--- src/rtl/bitsieve_pkg.sv ---
// Shared constants, FSM state type and the tie-break LFSR step for the
// BitSieve flip scheduler.
package bitsieve_pkg;

  localparam int N_SPINS  = 1024;
  localparam int IDX_W    = 10;
  localparam int WORD_W   = 32;
  localparam int LFSR_W   = 16;
  localparam int STREAK_W = 8;

  localparam logic [LFSR_W-1:0] LFSR_SEED = 16'hACE1;
  // Galois right-shift mask for taps 16,14,13,11.
  localparam logic [LFSR_W-1:0] LFSR_TAPS = 16'hB400;

  localparam int LANE_W  = $clog2(WORD_W);
  localparam int N_WORDS = N_SPINS / WORD_W;
  localparam int WCNT_W  = $clog2(N_WORDS);

  typedef enum logic [1:0] {
    IDLE    = 2'd0,
    COLLECT = 2'd1,
    ISSUE   = 2'd2
  } state_e;

  // One Galois step; a nonzero state never reaches zero.
  function automatic logic [LFSR_W-1:0] lfsr_next(input logic [LFSR_W-1:0] s);
    return s[0] ? ((s >> 1) ^ LFSR_TAPS) : (s >> 1);
  endfunction

endpackage

--- src/rtl/bitsieve_word_tree.sv ---
// Combinational randomized 2:1 reduction of one accept word to a single lane.
// Level 0 pairs adjacent lanes; level k is steered by rnd_i[k]. Side A of
// every node is the lower-index child.
module bitsieve_word_tree
  import bitsieve_pkg::*;
(
  input  logic [WORD_W-1:0] word_i,
  input  logic [LANE_W-1:0] rnd_i,
  output logic [LANE_W-1:0] lane_o,
  output logic              valid_o
);

  // In-place tournament: node n of a level overwrites slot n with the
  // result of slots 2n and 2n+1 (both still unread at that point).
  always_comb begin : tree
    logic [WORD_W-1:0] v;
    logic [LANE_W-1:0] ix [WORD_W];
    logic              a_v, b_v;
    logic [LANE_W-1:0] a_i, b_i;
    v   = word_i;
    a_v = 1'b0;
    b_v = 1'b0;
    a_i = '0;
    b_i = '0;
    for (int i = 0; i < WORD_W; i++) begin
      ix[i] = LANE_W'(i);
    end
    for (int l = 0; l < LANE_W; l++) begin
      for (int n = 0; n < WORD_W / 2; n++) begin
        if (n < (WORD_W >> (l + 1))) begin
          a_v  = v[2*n];
          b_v  = v[2*n+1];
          a_i  = ix[2*n];
          b_i  = ix[2*n+1];
          v[n] = a_v | b_v;
          if (a_v && b_v)  ix[n] = rnd_i[l] ? a_i : b_i;
          else if (a_v)    ix[n] = a_i;
          else if (b_v)    ix[n] = b_i;
          else             ix[n] = '0;
        end
      end
    end
    valid_o = v[0];
    lane_o  = ix[0];
  end

endmodule

--- src/rtl/bitsieve_flip_scheduler.sv ---
// One BitSieve selection round: stream WORD_W-bit accept words, reduce each
// with a randomized tree, merge into a running winner and hand one flip index
// (or "no flip") to the spin-update unit.
//
// Handshakes: a transfer happens on a rising clk edge where valid and ready
// are both high; the producer holds valid and its payload stable until that
// edge, and ready never depends combinationally on valid.
module bitsieve_flip_scheduler
  import bitsieve_pkg::*;
(
  input  logic                clk,
  input  logic                rst_n,
  input  logic                start,
  input  logic                acc_valid,
  output logic                acc_ready,
  input  logic [WORD_W-1:0]   acc_word,
  input  logic                seed_load,
  input  logic [LFSR_W-1:0]   seed,
  output logic                flip_valid,
  input  logic                flip_ready,
  output logic [IDX_W-1:0]    flip_idx,
  output logic                flip_none,
  output logic                busy,
  output logic [STREAK_W-1:0] none_streak
);

  localparam logic [WCNT_W-1:0] LAST_WORD = WCNT_W'(N_WORDS - 1);

  state_e              state_q, state_d;
  logic [WCNT_W-1:0]   word_cnt_q, word_cnt_d;
  logic                best_v_q, best_v_d;
  logic [IDX_W-1:0]    best_idx_q, best_idx_d;
  logic [LFSR_W-1:0]   lfsr_q, lfsr_d;
  logic [STREAK_W-1:0] streak_q, streak_d;

  logic [LANE_W-1:0]   tree_lane;
  logic                tree_v;
  logic [IDX_W-1:0]    word_idx;

  bitsieve_word_tree u_tree (
    .word_i  (acc_word),
    .rnd_i   (lfsr_q[LANE_W-1:0]),
    .lane_o  (tree_lane),
    .valid_o (tree_v)
  );

  // Global spin index of the word winner.
  assign word_idx    = {word_cnt_q, tree_lane};
  assign busy        = (state_q != IDLE);
  assign none_streak = streak_q;

  // State and datapath registers.
  always_ff @(posedge clk or negedge rst_n) begin
    if (!rst_n) begin
      state_q    <= IDLE;
      word_cnt_q <= '0;
      best_v_q   <= 1'b0;
      best_idx_q <= '0;
      lfsr_q     <= LFSR_SEED;
      streak_q   <= '0;
    end else begin
      state_q    <= state_d;
      word_cnt_q <= word_cnt_d;
      best_v_q   <= best_v_d;
      best_idx_q <= best_idx_d;
      lfsr_q     <= lfsr_d;
      streak_q   <= streak_d;
    end
  end

  // Next-state, merge and handshake outputs.
  always_comb begin
    state_d    = state_q;
    word_cnt_d = word_cnt_q;
    best_v_d   = best_v_q;
    best_idx_d = best_idx_q;
    lfsr_d     = lfsr_q;
    streak_d   = streak_q;
    acc_ready  = 1'b0;
    flip_valid = 1'b0;
    flip_idx   = '0;
    flip_none  = 1'b0;
    case (state_q)
      IDLE: begin
        // Seed lands this edge, so a simultaneous start uses it for word 0.
        if (seed_load) begin
          lfsr_d = (seed == '0) ? LFSR_SEED : seed;
        end
        if (start) begin
          best_v_d   = 1'b0;
          best_idx_d = '0;
          word_cnt_d = '0;
          state_d    = COLLECT;
        end
      end
      COLLECT: begin
        acc_ready = 1'b1;
        if (acc_valid) begin
          if (tree_v && !(best_v_q && lfsr_q[LANE_W])) begin
            best_v_d   = 1'b1;
            best_idx_d = word_idx;
          end
          lfsr_d     = lfsr_next(lfsr_q);
          word_cnt_d = word_cnt_q + 1'b1;
          if (word_cnt_q == LAST_WORD) begin
            state_d = ISSUE;
          end
        end
      end
      ISSUE: begin
        flip_valid = 1'b1;
        flip_idx   = best_idx_q;
        flip_none  = !best_v_q;
        if (flip_ready) begin
          state_d = IDLE;
          if (best_v_q)            streak_d = '0;
          else if (streak_q != '1) streak_d = streak_q + 1'b1;
        end
      end
      default: state_d = IDLE;
    endcase
  end

endmodule
--- config.mk ---
export PLATFORM = sky130hd
export DESIGN_NAME = bitsieve_flip_scheduler
export DESIGN_NICKNAME = d
export VERILOG_FILES = /design/src/rtl/bitsieve_pkg.sv /design/src/rtl/bitsieve_word_tree.sv /design/src/rtl/bitsieve_flip_scheduler.sv
export SDC_FILE = /design/constraint.sdc
export NUM_CORES = 1
export LEC_CHECK = 0
export BUFFER_PORTS_ARGS = -buffer_cell sky130_fd_sc_hd__buf_2
export CORE_MARGIN = 2
export CORE_UTILIZATION = 35
export CTS_BUF_LIST = sky130_fd_sc_hd__clkbuf_16
export DETAILED_ROUTE_END_ITERATION = 7
export PLACE_DENSITY = 0.54
export SLEW_MARGIN = 20
export SYNTH_ARGS = -nofsm -noshare
export SYNTH_HDL_FRONTEND = slang
export SYNTH_HIERARCHICAL = 1
export SYNTH_SLANG_ARGS = --single-unit
export TNS_END_PERCENT = 1
--- constraint.sdc ---
create_clock -name clk -period 2.3 [get_ports clk]
set_clock_uncertainty 0.2 [all_clocks]
set_input_delay 0.345 -clock clk [delete_from_list [all_inputs] [get_ports clk]]
set_output_delay 0.345 -clock clk [all_outputs]
set_load 0.05 [all_outputs]
### Word level (Yosys, flattened, before mapping)

Cells that the tools add are included.
W data, S select, Z words.

* register bits after elaboration: 42

* add/subtract/negate cells: 2
* equality and inequality tests: 10
* muxes and demuxes: 151
* bitwise gates (word level): 32
* reductions and logical operators: 45

Operators with widths (number)
* $mux W5: 102
* $mux W16: 4
* $mux W10: 4
* $logic_and A1 B1 Y1: 33
* $pmux W16 S2: 1
* $or A1 B1 Y1: 31
* $mux W1: 23
* $pmux W10 S2: 1
* $logic_not A16 Y1: 1
* $mux W4: 4
* $mux W8: 2
* $ne A2 B2 Y1 const B: 6
* $mux W2: 5
* $pmux W5 S2: 1
* $reduce_and A3 Y1: 3
* $add A8 B1 Y8 const B: 1
* $ne A8 B8 Y1 const B: 1
* $reduce_and A4 Y1: 2
* $mux W3: 2
* $pmux W2 S3: 1
* $reduce_bool A2 Y1: 3
* $add A5 B1 Y5 const B: 1
* $eq A5 B5 Y1 const B: 1
* $not A3 Y4: 1
* 5 further kinds: 6

### Longest topological paths before layout

* depth after elaboration: 18
* gate-level depth with buffers: 9
* depth with buffers taken out: 8

### Hierarchy

The synthesis kept the hierarchy.

By module, submodules not included
* bitsieve_flip_scheduler: times used 1, cells each 236, area an instance 2132.0 um^2
* bitsieve_word_tree: times used 1, cells each 155, area an instance 909.6 um^2

### Worst setup path after synthesis

Ideal clock, no wire load.

* kind: reg2out
* start point: reg state_q[0]
* end point: out flip_idx[0]
* arrival time: 1567 ps
* setup slack: 188 ps
* stages on the path, launching flop included: 6
* path buffers: 2
* path through: dfrtp_1 buf_4 inv_1 nand2_1 clkbuf_1 nor2_1

* longest elaborated chain between the ends: 2

RTL lines
* start: declaration: RTL line bitsieve_flip_scheduler.sv:29 `state_e state_q, state_d;`
* start signal: assignment: RTL line bitsieve_flip_scheduler.sv:62 `state_q <= state_d;`
* $eq A2 B2 Y1: RTL line bitsieve_flip_scheduler.sv:83 `case (state_q)`
* $mux W10: RTL line bitsieve_flip_scheduler.sv:83
* end: declaration: RTL line bitsieve_flip_scheduler.sv:21 `output logic [IDX_W-1:0] flip_idx,`

No other way between the ends.

### Final worst setup path

* start point: reg lfsr_q[0]
* end point: reg best_idx_q[0]

* longest elaborated chain between the ends: 17
* elaborated cells between the ends (all ways): 95
* classes of those cells: mux (95)

RTL lines
* start: declaration: RTL line bitsieve_flip_scheduler.sv:33 `logic [LFSR_W-1:0] lfsr_q, lfsr_d;`
* start signal: assignment: RTL line bitsieve_flip_scheduler.sv:66 `lfsr_q <= lfsr_d;`
* $mux W1: RTL line bitsieve_word_tree.sv:36 `if (a_v && b_v) ix[n] = rnd_i[l] ? a_i : b_i;`
* $mux W5: RTL line bitsieve_word_tree.sv:36
* $mux W5: RTL line bitsieve_word_tree.sv:38 `else if (b_v) ix[n] = b_i;`
* $mux W5: RTL line bitsieve_word_tree.sv:37 `else if (a_v) ix[n] = a_i;`
* $mux W5: RTL line bitsieve_word_tree.sv:36
* $mux W5: RTL line bitsieve_word_tree.sv:38
* $mux W5: RTL line bitsieve_word_tree.sv:37
* $mux W5: RTL line bitsieve_word_tree.sv:36
* [... 2 more ...]
* $mux W5: RTL line bitsieve_word_tree.sv:36
* $mux W5: RTL line bitsieve_word_tree.sv:38
* $mux W5: RTL line bitsieve_word_tree.sv:37
* $mux W5 *: RTL line bitsieve_word_tree.sv:36
* via tree_lane[0]: RTL line bitsieve_flip_scheduler.sv:36 `logic [LANE_W-1:0] tree_lane;`
* $mux W10 *: RTL line bitsieve_flip_scheduler.sv:99 `if (tree_v && !(best_v_q && lfsr_q[LANE_W])) begin`
* $mux W10 *: RTL line bitsieve_flip_scheduler.sv:98 `if (acc_valid) begin`
* $pmux W10 S2 *: RTL line bitsieve_flip_scheduler.sv:83
* end signal: assignment: RTL line bitsieve_flip_scheduler.sv:65 `best_idx_q <= best_idx_d;`
* end: declaration: RTL line bitsieve_flip_scheduler.sv:32 `logic [IDX_W-1:0] best_idx_q, best_idx_d;`

The timed path passes the listed nets; every way through them passes the cells marked *. The select of a mux whose other input is x is not followed.
A chain may end at the register's enable or synchronous reset.

==> metrics.txt <==
Sw Share 0.366; Post-layout nets 553; clock buffer depth 2; kind of critical path reg2reg; Sequential Power Share 0.368; VDD IR max 0.395 mV; Layout area overhead 29.5%; Max Fclk between 0.4 and 0.5 GHz; WHS 0.0876 ns; Core Area 8590 um2; post-synth top area share 0.280; fraction of layout cells with a size suffix above 1 0.292; Worst Path Required ~2.3 ns; Final Non-Filler Cells 605; CTS tree built; DP Area between 3000 and 4000 um2; buffer type at the clock tree root clkbuf_16; Die Y 97.2 um; max cap viols 0; worst skew pair latency between 0.2 and 0.3 ns; Rows 34; post-synthesis register bit count 42; DP HPWL 6440 um; most common cell in the netlist nand2_1; Max Slew Vio Count 0; LEAKAGE 1.87 nW; die width around 97 um; GRT overflow 0; met3 global-route usage 0.0302; DR vias 3,248; Combinational Power Share 0.414; dpl cells 593; most common library cells after synthesis nand2_1, nor2_1, dfrtp_1; Final setup viols 0; P_sw approximately 1.2 mW; die area roughly 9500 um2; GR peak layer met2; Max FO, Critical Path 7; Synth Flop Type dfrtp_1; # diodes 0; Mapped Nets 448; Post-Syn Area 3040 um2; power density over the cells 801 nW/um2; final hold vios 0; H-Tree Depth 2; Post-Syn Instances between 300 and 400; antenna-violating nets left 0; EDFF count, synth 0; Synthesis Warnings 6; Vias/cell 5.37; global-route wire length before repair between 10,000 and 15,000 um; largest net degree at the start of global routing 23; DRT Pass-1 Iters 4; top cells by area, synth dfrtp_1, nand2_1, dfstp_2, nor2_1, mux2i_1; clk slew on worst S/H paths 0.06 ns; DRT iter0 DRCs 114; DRT Wirelength 8650 um; Clock Sinks 42; initial antenna violation count 0; Initial Util 0.354; io pins between 70 and 80; Final Util 0.459; Final Cell Area 3940 um2; asr flop ratio synth 1.00; Arr. time, crit path 2.11 ns; Layout fillers 897; met2 usage 0.294; number of remaining DRC errors 0; met1 Use GR 0.260; CTS buffer count 5; run status complete, no violations; Cell Int Power 2.00 mW; WL/cell 14.3 um; cell accounting for the most synthesized area dfrtp_1; Slew Limit Headroom 0.620; Worst Max-Slew Pin Slew 0.571 ns; nature of the critical path endpoint flip-flop; fin crit period 2.14 ns; sequential element share of the synthesized area 0.349; Global Route Usage Sum 0.185; crit share post-route 0.929; Hold Path Class in2reg; RSZ-0062 raised after global routing no; port bufs between 70 and 80; Mean Syn Cell Area 7.78 um2; vias in the first global route around 3,100; Netlist cell types 59; Placer Congestion approximately 0.86; clock share of power 0.218; startpoint types flip-flop
-- path summary, 6_finish.rpt --
| kind | from | endpoint | slack (ns) | depth (start not counted) |
|---|---|---|---|---|
| max reg2reg | lfsr_q[0] | best_idx_q[0] | 0.16 | 9 |
| min reg2reg | lfsr_q[7] | lfsr_q[7] | 0.26 | 2 |
| min | flip_ready | state_q[1] | 0.09 | 2 |
| min in group asynchronous | rst_n | best_idx_q[6] | 0.38 | 2 |
| max | lfsr_q[0] | best_idx_q[0] | 0.16 | 9 |
| max in group asynchronous | rst_n | lfsr_q[5] | 0.93 | 3 |
-- stage by stage --
stage	setup slack, ns	TNS [ns]	power, mW
floorplan	0.188	0	2.04
global placement	-0.0664	-0.0885	2.41
detailed placement	-0.0974	-0.173	2.42
CTS	0.142	0	3.13
global route	0.0329	0	3.44
finish	0.164	0	3.16
-- cell usage in the layout, fill, tap and decap left out, types with 7 or more instances in the layout --
master   synthesis  final
inv_1           17     17
o21ai_0         25     25
a31oi_1          9      9
a21oi_1         21     21
nand2_1         68     68
nor2_1          47     47
buf_4            3     38
dfrtp_1         34     34
buf_2            8     75
nor3_1           7      7
nor4_1           8      8
o22ai_1         20     20
mux2i_1         13     13
dfstp_2          8      8
-- routing by layer --
metal	share of wire	vias to the layer above	routed length, um
met5	0	-	0
met4	0.014	0	121
met3	0.049	9	426
met2	0.45	81	3910
met1	0.48	1517	4190
li1	-	1641	-
-- kinds of logic after synthesis --
family                     Yosys count  share of synthesized area
muxes                               14                     0.0465
xor gates and xnor gates             5                     0.0144
and+or+nand+nor                    168                      0.262
AOI/OAI and AO/OA                  122                      0.261
buffers and inverters               37                     0.0551
adders and majority gates            3                     0.0123
DFF                                 42                      0.349
-- cell type report --
| type | count | area, um2 | area share |
|---|---|---|---|
| timing repair buffer | 117 | 718 | 0.182 |
| multi-input combinational | 312 | 1810 | 0.460 |
| inverter | 18 | 71.3 | 0.0181 |
| clock buffer | 5 | 125 | 0.0318 |
| sequential | 42 | 1060 | 0.269 |
| tap | 108 | 135 | 0.0343 |
| clock inverter | 3 | 16.3 | 0.00413 |
-- power groups by stage --
stage / Sequential [mW] / Clock [mW] / Combinational, mW
after detailed placement: 1.17 / 0 / 1.25
after floorplan: 1.12 / 0 / 0.914
after global routing: 1.20 / 0.748 / 1.49
after CTS: 1.16 / 0.711 / 1.26
final: 1.16 / 0.687 / 1.31
after global placement: 1.17 / 0 / 1.24
-- state kept, by name, indices dropped and copies added (netlist names) --
register,count
lfsr_q,16
best_idx_q,10
none_streak,8
word_cnt_q,5
state_q,2
best_v_q,1
-- worst max-delay path, stage by stage (launching register included) --
cell and delay (ns):
dfstp_2 0.55, clkinvlp_4 0.10, buf_12 0.15, a21oi_1 0.12, o21bai_1 0.12, a221oi_1 0.11
o22a_1 0.20, o32a_2 0.35, nand2_1 0.06, mux2i_1 0.06
-- timing repair --
| item | 4_1_cts | 5_1_grt |
|---|---|---|
| endpoints found under the hold margin | 17 | 0 |
| setup endpoints to repair | 0 | 1 |
| buffers inserted | 0 | 3 |
| hold buffers | 1 | 0 |
| gates resized for setup | 0 | 1 |
(Power assumes the default switching activity.)
